[src/rtl/bw10g_pkg.sv]
// Shared types and constants for the 10G bandwidth scheduler datapath.
package bw10g_pkg;

    localparam logic [7:0] GRANT_SOP     = 8'h80;
    localparam int         WIRE_OVERHEAD = 20;
    localparam int         MIN_FRAME     = 64;

    typedef struct packed {
        logic [15:0] id;
        logic [13:0] len;
    } req_t;

    typedef enum logic [1:0] {
        ST_IDLE,
        ST_SOP,
        ST_BODY
    } state_t;

endpackage

[src/rtl/bw10g_req_fifo.sv]
// Small synchronous request FIFO with full/empty flags; a pop frees a slot for a same-cycle push.
module bw10g_req_fifo
    import bw10g_pkg::*;
#(
    parameter int DEPTH = 4
) (
    input  logic clock,
    input  logic reset_n,
    input  logic push,
    input  req_t push_data,
    input  logic pop,
    output req_t pop_data,
    output logic full,
    output logic empty
);

    localparam int AW = (DEPTH > 1) ? $clog2(DEPTH) : 1;

    req_t          mem [DEPTH];
    logic [AW-1:0] wr_ptr;
    logic [AW-1:0] rd_ptr;
    logic [AW:0]   count;
    logic          do_push;
    logic          do_pop;

    assign empty    = (count == '0);
    assign full     = (count == (AW+1)'(DEPTH));
    assign do_pop   = pop && !empty;
    assign do_push  = push && (!full || do_pop);
    assign pop_data = mem[rd_ptr];

    always_ff @(posedge clock) begin
        if (do_push) begin
            mem[wr_ptr] <= push_data;
        end
    end

    always_ff @(posedge clock or negedge reset_n) begin
        if (!reset_n) begin
            wr_ptr <= '0;
            rd_ptr <= '0;
            count  <= '0;
        end else begin
            if (do_push) begin
                wr_ptr <= wr_ptr + 1'b1;
            end
            if (do_pop) begin
                rd_ptr <= rd_ptr + 1'b1;
            end
            case ({do_push, do_pop})
                2'b10:   count <= count + 1'b1;
                2'b01:   count <= count - 1'b1;
                default: count <= count;
            endcase
        end
    end

endmodule

[src/rtl/stream_frame_builder_10g.sv]
// Turns scheduler frame-start grants into synthetic 64-bit Ethernet beat streams.
// Define FRAME_BUILDER_SEQ_EN to carry per-stream sequence numbers in header bytes 2-5.
module stream_frame_builder_10g
    import bw10g_pkg::*;
#(
    parameter int NUM_STREAMS = 64,
    parameter int FIFO_DEPTH  = 4,
    parameter int MAX_LEN     = 9216
) (
    input  logic        clock,
    input  logic        reset_n,
    input  logic        tx_enable,
    input  logic [15:0] sched_id,
    input  logic [7:0]  sched_valid,
    output logic [5:0]  len_sel,
    input  logic [15:0] len_in,
    output logic [63:0] tx_data,
    output logic [7:0]  tx_keep,
    output logic        tx_sop,
    output logic        tx_eop,
    output logic        tx_valid,
    input  logic        tx_ready,
    output logic [15:0] tx_stream_id,
    output logic [15:0] drop_count
);

    state_t      state;
    state_t      next_state;
    logic        grant;
    logic        pop;
    logic        fifo_full;
    logic        fifo_empty;
    req_t        push_req;
    req_t        head_req;
    logic [13:0] frame_len;
    logic [15:0] cur_id;
    logic [13:0] cur_len;
    logic [10:0] beat_idx;
    logic [10:0] last_idx;
    logic        is_last;
    logic [31:0] cur_seq;

    assign len_sel = 6'(sched_id - 16'd1);
    assign grant   = tx_enable && (sched_valid == GRANT_SOP) &&
                     (sched_id != 16'd0) && (sched_id <= 16'(NUM_STREAMS));

    // Payload length excludes preamble and IFG, clamped to a legal frame size.
    always_comb begin
        frame_len = 14'(MIN_FRAME);
        if (len_in >= 16'(MIN_FRAME + WIRE_OVERHEAD)) begin
            if ((len_in - 16'(WIRE_OVERHEAD)) > 16'(MAX_LEN)) begin
                frame_len = 14'(MAX_LEN);
            end else begin
                frame_len = 14'(len_in - 16'(WIRE_OVERHEAD));
            end
        end
    end

    assign push_req = '{id: sched_id, len: frame_len};

    bw10g_req_fifo #(
        .DEPTH(FIFO_DEPTH)
    ) u_req_fifo (
        .clock     (clock),
        .reset_n   (reset_n),
        .push      (grant),
        .push_data (push_req),
        .pop       (pop),
        .pop_data  (head_req),
        .full      (fifo_full),
        .empty     (fifo_empty)
    );

    assign tx_valid = (state != ST_IDLE);
    assign last_idx = 11'((cur_len - 14'd1) >> 3);
    assign is_last  = (beat_idx == last_idx);

    always_ff @(posedge clock or negedge reset_n) begin
        if (!reset_n) begin
            state <= ST_IDLE;
        end else begin
            state <= next_state;
        end
    end

    // The next request is popped on the final handshake so frames run back-to-back.
    always_comb begin
        next_state = state;
        pop        = 1'b0;
        case (state)
            ST_IDLE: begin
                if (!fifo_empty) begin
                    pop        = 1'b1;
                    next_state = ST_SOP;
                end
            end
            ST_SOP, ST_BODY: begin
                if (tx_ready) begin
                    if (is_last) begin
                        if (!fifo_empty) begin
                            pop        = 1'b1;
                            next_state = ST_SOP;
                        end else begin
                            next_state = ST_IDLE;
                        end
                    end else begin
                        next_state = ST_BODY;
                    end
                end
            end
            default: next_state = ST_IDLE;
        endcase
    end

    always_ff @(posedge clock or negedge reset_n) begin
        if (!reset_n) begin
            cur_id     <= '0;
            cur_len    <= '0;
            beat_idx   <= '0;
            drop_count <= '0;
        end else begin
            if (pop) begin
                cur_id   <= head_req.id;
                cur_len  <= head_req.len;
                beat_idx <= '0;
            end else if (tx_valid && tx_ready) begin
                beat_idx <= beat_idx + 1'b1;
            end
            if (grant && fifo_full && !pop && (drop_count != 16'hFFFF)) begin
                drop_count <= drop_count + 1'b1;
            end
        end
    end

`ifdef FRAME_BUILDER_SEQ_EN
    localparam int IW = (NUM_STREAMS > 1) ? $clog2(NUM_STREAMS) : 1;

    logic [31:0]   seq_mem [NUM_STREAMS];
    logic [IW-1:0] cur_idx;

    assign cur_idx = IW'(cur_id - 16'd1);
    assign cur_seq = seq_mem[cur_idx];

    always_ff @(posedge clock or negedge reset_n) begin
        if (!reset_n) begin
            for (int i = 0; i < NUM_STREAMS; i++) begin
                seq_mem[i] <= '0;
            end
        end else if (tx_sop && tx_ready) begin
            seq_mem[cur_idx] <= seq_mem[cur_idx] + 32'd1;
        end
    end
`else
    assign cur_seq = '0;
`endif

    // Header fields are big-endian; payload byte k carries k[7:0].
    always_comb begin
        tx_data      = '0;
        tx_keep      = '0;
        tx_sop       = 1'b0;
        tx_eop       = 1'b0;
        tx_stream_id = '0;
        if (tx_valid) begin
            tx_stream_id = cur_id;
            tx_sop       = (state == ST_SOP);
            tx_eop       = is_last;
            tx_keep      = 8'hFF;
            if (is_last && (cur_len[2:0] != 3'd0)) begin
                tx_keep = 8'((9'd1 << cur_len[2:0]) - 9'd1);
            end
            if (state == ST_SOP) begin
                tx_data = {cur_len[7:0], 2'b00, cur_len[13:8],
                           cur_seq[7:0], cur_seq[15:8], cur_seq[23:16], cur_seq[31:24],
                           cur_id[7:0], cur_id[15:8]};
            end else begin
                for (int j = 0; j < 8; j++) begin
                    tx_data[8*j +: 8] = {beat_idx[4:0], 3'(j)};
                end
            end
        end
    end

endmodule

[config.mk]
export PLATFORM = sky130hd
export DESIGN_NAME = stream_frame_builder_10g
export DESIGN_NICKNAME = d
export VERILOG_FILES = /design/src/rtl/bw10g_pkg.sv /design/src/rtl/bw10g_req_fifo.sv /design/src/rtl/stream_frame_builder_10g.sv
export SDC_FILE = /design/constraint.sdc
export NUM_CORES = 1
export LEC_CHECK = 0
export BUFFER_PORTS_ARGS = -buffer_cell sky130_fd_sc_hd__buf_2
export CAP_MARGIN = 10
export CORE_MARGIN = 5
export CORE_UTILIZATION = 57
export CTS_BUF_LIST = sky130_fd_sc_hd__clkbuf_4 sky130_fd_sc_hd__clkbuf_8 sky130_fd_sc_hd__clkbuf_16
export DETAILED_ROUTE_END_ITERATION = 10
export HOLD_SLACK_MARGIN = 0.15
export PLACE_DENSITY = 0.88
export SLEW_MARGIN = 10
export SYNTH_ARGS = -nofsm -noshare
export SYNTH_HDL_FRONTEND = slang
export SYNTH_SLANG_ARGS = --single-unit
[constraint.sdc]
create_clock -name clock -period 7.48 [get_ports clock]
set_input_delay 0.374 -clock clock [delete_from_list [all_inputs] [get_ports clock]]
set_output_delay 0.374 -clock clock [all_outputs]
set_load 0.02 [all_outputs]
==> metrics.md, run 1 <==
| Metric | Value |
|---|---|
| Status | finished, final reports clean |
| Clock latency on the worst-skew pair | 0.43 ns |
| Min Tclk post-route | 3.95 ns |
| RSZ-0062 raised after global routing | no |
| Setup TNS | 0 ns |
| Hold Vio Cnt, Final | 0 |
| Post-Synthesis Cells | 723 |
| Max-cap viol count | 0 |
| Post-synth design cell area | 9140 µm² |
| Layout cells sized above 1 | 30.6% |
| GRT overflow | 0 |
| Syn_area_per_cell | 12.6 µm² |
| GP Congestion | 0.886 |
| Post-synth top area share | 39.4% |
| Fin Hold WS | 0.173 ns |
| Clock-pin slew on the worst setup and hold paths | 0.07 ns |
| Placed Area | 9880 µm² |
| Slew headroom | 24.4% |
| Nets | 906 |
| CP startpoint kind | flip-flop |
| Pin count of the biggest net entering global routing | 67 |
| Pre-CTS setup slack | 3.56 ns |
| Synthesis-stage register bit count | 186 |
| Routed len/inst | 18.7 µm |
| YS warnings | 0 |
| Final setup viols | 0 |
| Drt drc | 0 |
| Total CTS buffers | 17 |
| Num rows | 46 |
| WL final | 20.1 mm |
| Input/output buffers | 150 |
| Worst hold-check path type | input pin to flip-flop |
| Post-synthesis sequential area ratio | 57.5% |
| N_diodes | 0 |
| Post-route cell area | 10,400 µm² |
| Async SR Flop Fraction | 35.5% |
| Setup Skew | 0.0144 ns |
| I/O pin count | 157 |
| Synth top area cells | edfxtp_1 (39%), dfrtp_1 (18%), mux4_2 (7.4%) |
| Clock Sinks | 186 |
| Crit Path Category | flip-flop to flip-flop |
| First-pass GRT wire length | 31.9 mm |
| 1st-pass router iterations | 5 |
| Vias | 6,157 |
| Die height | 137 µm |
| Area of the core | 15,800 µm² |
| H-tree depth | 4 |
| Tcrit/Tclk final | 52.8% |
| Layout Area Growth over Synthesis | 14.3% |
| Post-synth EDFFs | 120 |
| Clock tree from TritonCTS | yes |
| Root Buffer | clkbuf_16 |
| Total GRT Usage | 22.5% |
| Post-synth top cells | edfxtp_1 (120), dfrtp_1 (66), nand2_1 (57) |
| Main synth FF type | edfxtp_1 |
| Leakage power | 4.22 nW |
| Vias per cell | 5.72 |
| Final Power | 3.73 mW |
| Worst Setup End Kind | flip-flop |
| Vias in the first global route | 5,854 |
| Final HPWL DP | 14.0 mm |
| ANT nets after route | 0 |
| Worst EP required | 7.60 ns |
| Die width | 137 µm |
| Count leader, synth | edfxtp_1 |
| Worst slew pin tran | 1.13 ns |
| Iteration-0 DRC Markers | 517 |
| Pwr dens | 357 nW/µm² |
| Slew Viols, Final | 0 |
| Fmax | 253 MHz |
| VDD IR-drop max | 0.275 mV |
| Final worst setup slack | 3.53 ns |
| Initial antenna violation count | 0 |
| Crit path max fanout | 16 |
| Die ar. | 18,700 µm² |
| Initial Utilization | 57.7% |
| Synth cell types | 60 |
| Clock Path Buffers | 2 |
| WP data arrival | 4.07 ns |
| Area leader, netlist | edfxtp_1 |
| Fillers | 1,104 |
-- report_power, final --
| part | internal, mW | switching, mW | leakage, nW |
|---|---|---|---|
| combinational | 0.620 | 0.872 | 2.01 |
| clock | 0.436 | 0.407 | 0.271 |
| sequential | 1.21 | 0.184 | 1.93 |
-- cell type report --
type	count	area [µm²]	area share [%]
inverter	29	109	1.04
tap	216	270	2.59
clock buffer	17	425	4.07
multi-input combinational	453	3420	32.8
sequential	186	5260	50.3
timing repair buffer	160	828	7.93
clock inverter	15	130	1.25
-- stage by stage --
| stage | util (%) | instances |
|---|---|---|
| finish | 66.0 | 1076 |
| global route | 66.0 | 1076 |
| CTS | 66.0 | 1076 |
| detailed placement | 62.4 | 1043 |
| global placement | 62.4 | 1043 |
| floorplan | - | 728 |
-- cells by family (layout without fill, tap and decap cells) --
family	after synthesis	count (layout)	share of synthesized area [%]
compound gates	92	92	6.09
xor+xnor	46	46	4.41
fa+ha+maj	15	15	2.14
buf+inv	89	221	5.38
flops	186	186	57.5
mux	62	62	11.3
other cells	1	6	0.0410
simple gates	232	232	13.1
-- metal layers --
metal  vias to the layer above  global-route usage (%)  wire [µm]
met2                       265                    37.5      10200
li1                       2862                       -          -
met1                      3003                    30.1       8230
met3                        27                    4.45       1390
met5                         -                       0          0
met4                         0                    6.94        347
-- what timing repair did --
item                                   in CTS  in global routing
setup buffers                               0                  0
gates resized for setup                     0                  0
hold buffers                                1                  0
endpoints found under the hold margin      10                  0
-- sequential cells by signal (all words and copies together) (netlist names) --
name / count
u_req_fifo.mem: 120
cur_id: 16
drop_count: 16
cur_len: 14
beat_idx: 11
u_req_fifo.count: 3
state: 2
u_req_fifo.rd_ptr: 2
u_req_fifo.wr_ptr: 2
-- worst max-delay path, cell delays in order, from the launching register on --
cell      delay [ns]
dfrtp_1         0.48
nor3_1          0.46
nand3_1         0.15
xor2_1          0.17
o32a_1          0.37
or4b_4          0.55
nand2_2         0.09
o21bai_1        0.26
nor2_2          0.70
buf_4           0.40
-- final timing paths --
path	slack (ns)	depth (start not counted)	end	startpoint
worst min-delay path	0.17	1	u_req_fifo.mem[2][27]	sched_id[13]
min in group asynchronous	0.66	3	drop_count[7]	reset_n
worst min register to register	0.49	1	drop_count[7]	drop_count[7]
worst max register to register	3.53	9	u_req_fifo.mem[1][20]	cur_len[3]
max in group asynchronous	6.23	3	u_req_fifo.rd_ptr[0]	reset_n
worst max-delay path	3.53	9	u_req_fifo.mem[1][20]	cur_len[3]
-- cells in the final DEF, fill, tap and decap left out, types with 5 or more instances in the layout --
| cell type | count |
|---|---|
| buf_2 | 150 |
| edfxtp_1 | 120 |
| dfrtp_1 | 65 |
| nand2_1 | 57 |
| a21oi_1 | 36 |
| nor2_1 | 34 |
| mux4_2 | 30 |
| inv_1 | 29 |
| mux2_2 | 28 |
| xor2_1 | 24 |
| nor3_1 | 23 |
| xnor2_1 | 22 |
| o21ai_0 | 22 |
| nor2b_1 | 22 |
| clkbuf_16 | 17 |
| nand3_1 | 16 |
| and2_1 | 15 |
| ha_1 | 13 |
| nor4_1 | 12 |
| nand4_1 | 11 |
| a31oi_1 | 9 |
| or3_1 | 9 |
| buf_4 | 9 |
| nand2b_1 | 7 |
| conb_1 | 6 |
| inv_6 | 5 |
Power figures use the tool's default switching activity.
==> run 2, diff against run 1 <==
==> constraint.sdc (replaced) <==
create_clock -name clock -period 4.15 [get_ports clock]
set_input_delay 0.2075 -clock clock [delete_from_list [all_inputs] [get_ports clock]]
set_output_delay 0.2075 -clock clock [all_outputs]
set_load 0.02 [all_outputs]
==> run 2 against run 1 <==
Against the previous run:
- global-route usage grew 1.6 points
- wire length grew 8.2%
- non-clock buffer count grew 21
- worst hold slack gained 0.0072 ns
- cell count grew 2.0%
- critical endpoint is now u_req_fifo.mem[0][0]
- clock skew grew 0.0018 ns
- critical path type unchanged
- first-iteration DRC count grew 8.5%
- fmax grew 7.8%
- sequential share of layout area shrank 1.3 points
- setup slack lost 3.0 ns
- power grew 87%
==> metrics.md, run 2 (synthesis results as in run 1) <==
| Metric | Value |
|---|---|
| Pwr dens | 650 nW/µm² |
| Status | finished, final reports clean |
| Die height | 137 µm |
| Crit path max fanout | 25 |
| 1st-pass router iterations | 5 |
| GP Congestion | 0.891 |
| Input/output buffers | 150 |
| Delay-heaviest family, CP | simple AND/OR/NAND/NOR gates |
| Setup TNS | 0 ns |
| H-tree depth | 4 |
| Cell breakdown of the critical path | nor3_1 > nand3_1 > xor2_1 > o32a_1 > or4b_4 > nand2_2 > o21bai_1 > nor2_2 > buf_12 |
| Clock-pin slew on the worst setup and hold paths | 0.06 ns |
| Total CTS buffers | 17 |
| Sw frac | 38.5% |
| Clock tree from TritonCTS | yes |
| Layout cells sized above 1 | 30.2% |
| Leakage power | 4.34 nW |
| Clock Sinks | 186 |
| Post-CTS Setup Repair Bufs | 0 |
| Critical-path top delay cell | or4b_4 |
| Clk pwr share | 24.1% |
| Root Buffer | clkbuf_16 |
| Num rows | 46 |
| Post-cts resize count | 0 |
| Largest Register | u_req_fifo.mem |
| DR top layer | met4 |
| Die width | 137 µm |
| Vias per cell | 5.79 |
| Layout Area Growth over Synthesis | 17.3% |
| Clock Path Buffers | 2 |
| Worst EP required | 4.28 ns |
| Final setup viols | 0 |
| WP data arrival | 3.79 ns |
| Pre-CTS setup slack | 0.583 ns |
| Comb power frac | 39.6% |
| Commonest non-fill, non-tap cell in the layout | buf_2 |
| Final worst setup slack | 0.486 ns |
| Worst Setup End Kind | flip-flop |
| P_sw | 2.68 mW |
| Pin count of the biggest net entering global routing | 42 |
| Buf/Inv on CP | 1 |
| Final HPWL DP | 14.3 mm |
| Initial antenna violation count | 0 |
| Die ar. | 18,700 µm² |
| Met3 WL | 1.40 mm |
| Sequential Power Share | 36.3% |
| Total GRT Usage | 24.1% |
| Area of the core | 15,800 µm² |
| Fillers | 1,076 |
| GRT overflow | 0 |
| Vias | 6,348 |
| ANT nets after route | 0 |
| Min Tclk post-route | 3.66 ns |
| Hold_buf cts | 18 |
| Tcrit/Tclk final | 88.3% |
| Vias in the first global route | 6,280 |
| Most frequent cells in the layout | buf_2 (150), edfxtp_1 (120), dfrtp_1 (65) |
| CP startpoint kind | flip-flop |
| First-pass GRT wire length | 33.9 mm |
| Max-cap viol count | 0 |
| Routed len/inst | 19.9 µm |
| VDD IR-drop max | 0.445 mV |
| Drt drc | 0 |
| Setup Skew | 0.0162 ns |
| Fmax | 273 MHz |
| I/O pin count | 157 |
| Slew Viols, Final | 0 |
| Initial Utilization | 57.7% |
| WL met1 | 8.54 mm |
| RSZ-0062 raised after global routing | no |
| Clock latency on the worst-skew pair | 0.43 ns |
| Max reg flops | 120 |
| Nets | 927 |
| P_int | 4.29 mW |
| Top Registers | u_req_fifo.mem: 120 flops, cur_id: 16 flops, drop_count: 16 flops |
| N_diodes | 0 |
| Routed wire length on met2 | 11.2 mm |
| Hold Vio Cnt, Final | 0 |
| Worst slew pin tran | 1.07 ns |
| Crit Path Category | flip-flop to flip-flop |
| Worst path max stage delay | 0.57 ns |
| Slew headroom | 28.6% |
| Worst hold-check path type | input pin to flip-flop |
| Iteration-0 DRC Markers | 561 |
| WL final | 21.8 mm |
[run 2: power groups by stage]
stage	combinational [mW]	sequential (mW)	clock, mW
after floorplan	2.24	2.35	0
after global placement	2.62	2.54	0
after detailed placement	2.68	2.55	0
after CTS	2.75	2.52	1.69
after global routing	2.98	2.57	1.77
final	2.76	2.53	1.68
[run 2: path summary, 6_finish.rpt]
kind                               startpoint              endpoint  slack [ns]  cells after the start
worst max-delay path               cur_len[3]  u_req_fifo.mem[0][0]        0.49                      9
worst min-delay path                len_in[2]  u_req_fifo.mem[3][2]        0.18                      2
worst max register to register     cur_len[3]  u_req_fifo.mem[0][0]        0.49                      9
worst min register to register  drop_count[5]         drop_count[5]        0.51                      1
max in group asynchronous             reset_n             cur_id[5]        2.83                      3
min in group asynchronous             reset_n         drop_count[8]        0.45                      2
[run 2: final cells by class]
class | count | area, µm² | share of cell area, %
clock inverters | 15 | 190 | 1.78
inverters | 29 | 109 | 1.02
clock buffers | 17 | 425 | 3.97
well taps | 216 | 270 | 2.52
repair buffers | 181 | 1040 | 9.72
flip-flops and latches | 186 | 5260 | 49.1
multi-input cells | 453 | 3420 | 31.9
[run 2: metrics by stage]
| stage | power (mW) | hold WS, ns | cells | cell area [µm²] | utilization (%) |
|---|---|---|---|---|---|
| CTS | 6.96 | 0.177 | 1097 | 10700 | 67.7 |
| detailed placement | 5.23 | 0.384 | 1047 | 9920 | 62.7 |
| global route | 7.33 | 0.191 | 1097 | 10700 | 67.7 |
| finish | 6.97 | 0.180 | 1097 | 10700 | 67.7 |
| floorplan | 4.59 | -0.0881 | 728 | 9160 | - |
| global placement | 5.17 | 0.373 | 1047 | 9920 | 62.7 |
[run 2: layer usage]
layer,track usage [%],vias up
met4,10.4,0
met5,0,-
met2,41.6,285
li1,-,2896
met1,29.7,3116
met3,4.52,51
==> run 3, diff against run 2 <==
--- a/config.mk
+++ b/config.mk
@@ -9,7 +9,8 @@
 export CAP_MARGIN = 10
 export CORE_MARGIN = 5
 export CORE_UTILIZATION = 57
-export CTS_BUF_LIST = sky130_fd_sc_hd__clkbuf_4 sky130_fd_sc_hd__clkbuf_8 sky130_fd_sc_hd__clkbuf_16
+export CTS_BUF_LIST = sky130_fd_sc_hd__clkbuf_8
+export CTS_CLUSTER_SIZE = 30
 export DETAILED_ROUTE_END_ITERATION = 10
 export HOLD_SLACK_MARGIN = 0.15
 export PLACE_DENSITY = 0.88
==> run 3 against run 2 <==
Against the previous run:
- cell count is essentially flat
- sequential cell count is the same
- first-iteration DRC count grew 9.8%
- utilization down 1.1 points
==> metrics.md, run 3 (synthesis results as in run 1) <==
| Metric | Value |
|---|---|
| RSZ-0062 raised after global routing | no |
| Post-CTS Setup Repair Bufs | 0 |
| N_diodes | 0 |
| Clock Sinks | 186 |
| Worst hold-check path type | input pin to flip-flop |
| Clock Path Buffers | 2 |
| Slew Viols, Final | 0 |
| GRT overflow | 0 |
| Clock tree from TritonCTS | yes |
| Min Tclk post-route | 3.65 ns |
| Hold Vio Cnt, Final | 0 |
| Status | finished, final reports clean |
| Max reg flops | 120 |
| Final HPWL DP | 14.3 mm |
| Worst EP required | 4.31 ns |
| Initial Utilization | 57.7% |
| WL final | 20.3 mm |
| Die width | 137 µm |
| Worst slew pin tran | 1.04 ns |
| Most frequent cells in the layout | buf_2 (150), edfxtp_1 (120), dfrtp_1 (65) |
| Commonest non-fill, non-tap cell in the layout | buf_2 |
| Crit Path Category | flip-flop to flip-flop |
| Drt drc | 0 |
| Worst Setup End Kind | flip-flop |
| Worst R2R Setup Slack | 0.50 ns |
| H-tree depth | 4 |
| Fmax | 274 MHz |
| Nets | 928 |
| Input/output buffers | 150 |
| Top Registers | u_req_fifo.mem: 120 flops, cur_id: 16 flops, drop_count: 16 flops |
| VDD IR-drop max | 0.427 mV |
| Hold path startpoint | len_in[1] |
| Fillers | 1,090 |
| Hold path depth | 2 |
| Total CTS buffers | 17 |
| Num rows | 46 |
| Routed len/inst | 18.5 µm |
| Initial antenna violation count | 0 |
| Root Buffer | clkbuf_8 |
| Vias per cell | 5.72 |
| ANT nets after route | 0 |
| Placed Area | 9920 µm² |
| Critical-path top delay cell | or4b_4 |
| Total GRT Usage | 22.4% |
| R2r endpoint | u_req_fifo.mem[0][2] |
| Tcrit/Tclk final | 88.0% |
| Clock latency on the worst-skew pair | 0.46 ns |
| Pin count of the biggest net entering global routing | 42 |
| I/O pin count | 157 |
| Area of the core | 15,800 µm² |
| GP Congestion | 0.891 |
| Iteration-0 DRC Markers | 616 |
| Pwr dens | 616 nW/µm² |
| Crit path max fanout | 25 |
| CP startpoint kind | flip-flop |
| Pre-CTS setup slack | 0.583 ns |
| Leakage power | 4.25 nW |
| Setup Skew | 0.0111 ns |
| RR Startpoint | cur_len[0] |
| Largest Register | u_req_fifo.mem |
| Layout cells sized above 1 | 30.2% |
| First-pass GRT wire length | 31.9 mm |
| Clock-pin slew on the worst setup and hold paths | 0.09 ns |
| Final setup viols | 0 |
| Worst Hold End | u_req_fifo.mem[2][1] |
| Final worst setup slack | 0.498 ns |
| Post-route cell area | 10,500 µm² |
| 1st-pass router iterations | 6 |
| Die ar. | 18,700 µm² |
| Cell breakdown of the critical path | nor3_2 > nand4b_1 > a31o_2 > a211o_1 > or4b_4 > nand2_2 > o21bai_1 > nor2_2 > buf_12 |
| Vias in the first global route | 6,149 |
| Setup TNS | 0 ns |
| Worst path max stage delay | 0.52 ns |
| Layout Area Growth over Synthesis | 15.3% |
| Max-cap viol count | 0 |
| Reg2Reg Depth | 9 |
| Vias | 6,286 |
| Die height | 137 µm |
| WP data arrival | 3.82 ns |
| Core Util, Final | 66.5% |
| Slew headroom | 30.9% |
## run 3: cell types whose count changed in the layout (fill, tap and decap cells not counted)
| cell | delta |
|---|---|
| clkbuf_16 | -17 |
| clkbuf_8 | +17 |
| dlygate4sd3_1 | +1 |
## run 3: worst max-delay path by stage
stage | slack [ns] | to | cells after the start | startpoint
CTS | 0.55 | u_req_fifo.mem[0][5] | 9 | cur_len[0]
global placement | 0.69 | u_req_fifo.mem[0][2] | 9 | cur_len[3]
floorplan | 0.06 | u_req_fifo.mem[0][0] | 10 | cur_len[0]
finish | 0.50 | u_req_fifo.mem[0][2] | 9 | cur_len[0]
global route | 0.27 | u_req_fifo.mem[0][5] | 9 | cur_len[3]
detailed placement | 0.58 | u_req_fifo.mem[0][2] | 9 | cur_len[3]
## run 3: final cells by class
cell class / count / area, µm² / share of cell area [%]
clock inverters: 15 / 190 / 1.81
clock buffers: 17 / 234 / 2.22
well taps: 216 / 270 / 2.57
repair buffers: 182 / 1050 / 9.98
flip-flops and latches: 186 / 5260 / 49.9
inverters: 29 / 109 / 1.03
multi-input cells: 453 / 3420 / 32.5
## run 3: metal layers
metal | up-vias | wire length (µm) | GRT usage (%)
li1 | 2898 | - | -
met1 | 3071 | 8200 | 29.6
met2 | 278 | 10200 | 37.1
met3 | 39 | 1400 | 3.68
met4 | 0 | 521 | 9.35
met5 | - | 0 | 0
## run 3: repair_timing
item	CTS	global route
endpoints found under the setup margin	0	0
hold buffers	19	0
resized for setup	0	0
hold endpoints to repair	110	0
## run 3: power breakdown
group | total, mW | switching, mW | internal (mW)
Clock | 1.26 | 0.649 | 0.607
Sequential | 2.51 | 0.333 | 2.18
Combinational | 2.72 | 1.57 | 1.14
## run 3: critical path, delay by kind of cell (launching register included)
kind                   cells  cell delay (ns)
AOI/OAI and AO/OA          3             0.80
buffers and inverters      1             0.25
DFF                        1             0.48
and+or+nand+nor            5             1.82
## run 3: metrics by stage
step                      instances  hold WS (ns)  power [mW]
after floorplan                 728       -0.0881        4.59
after global placement         1047         0.373        5.17
after detailed placement       1047         0.384        5.23
after CTS                      1098         0.159        6.51
after global routing           1098         0.189        6.87
final                          1098         0.195        6.48
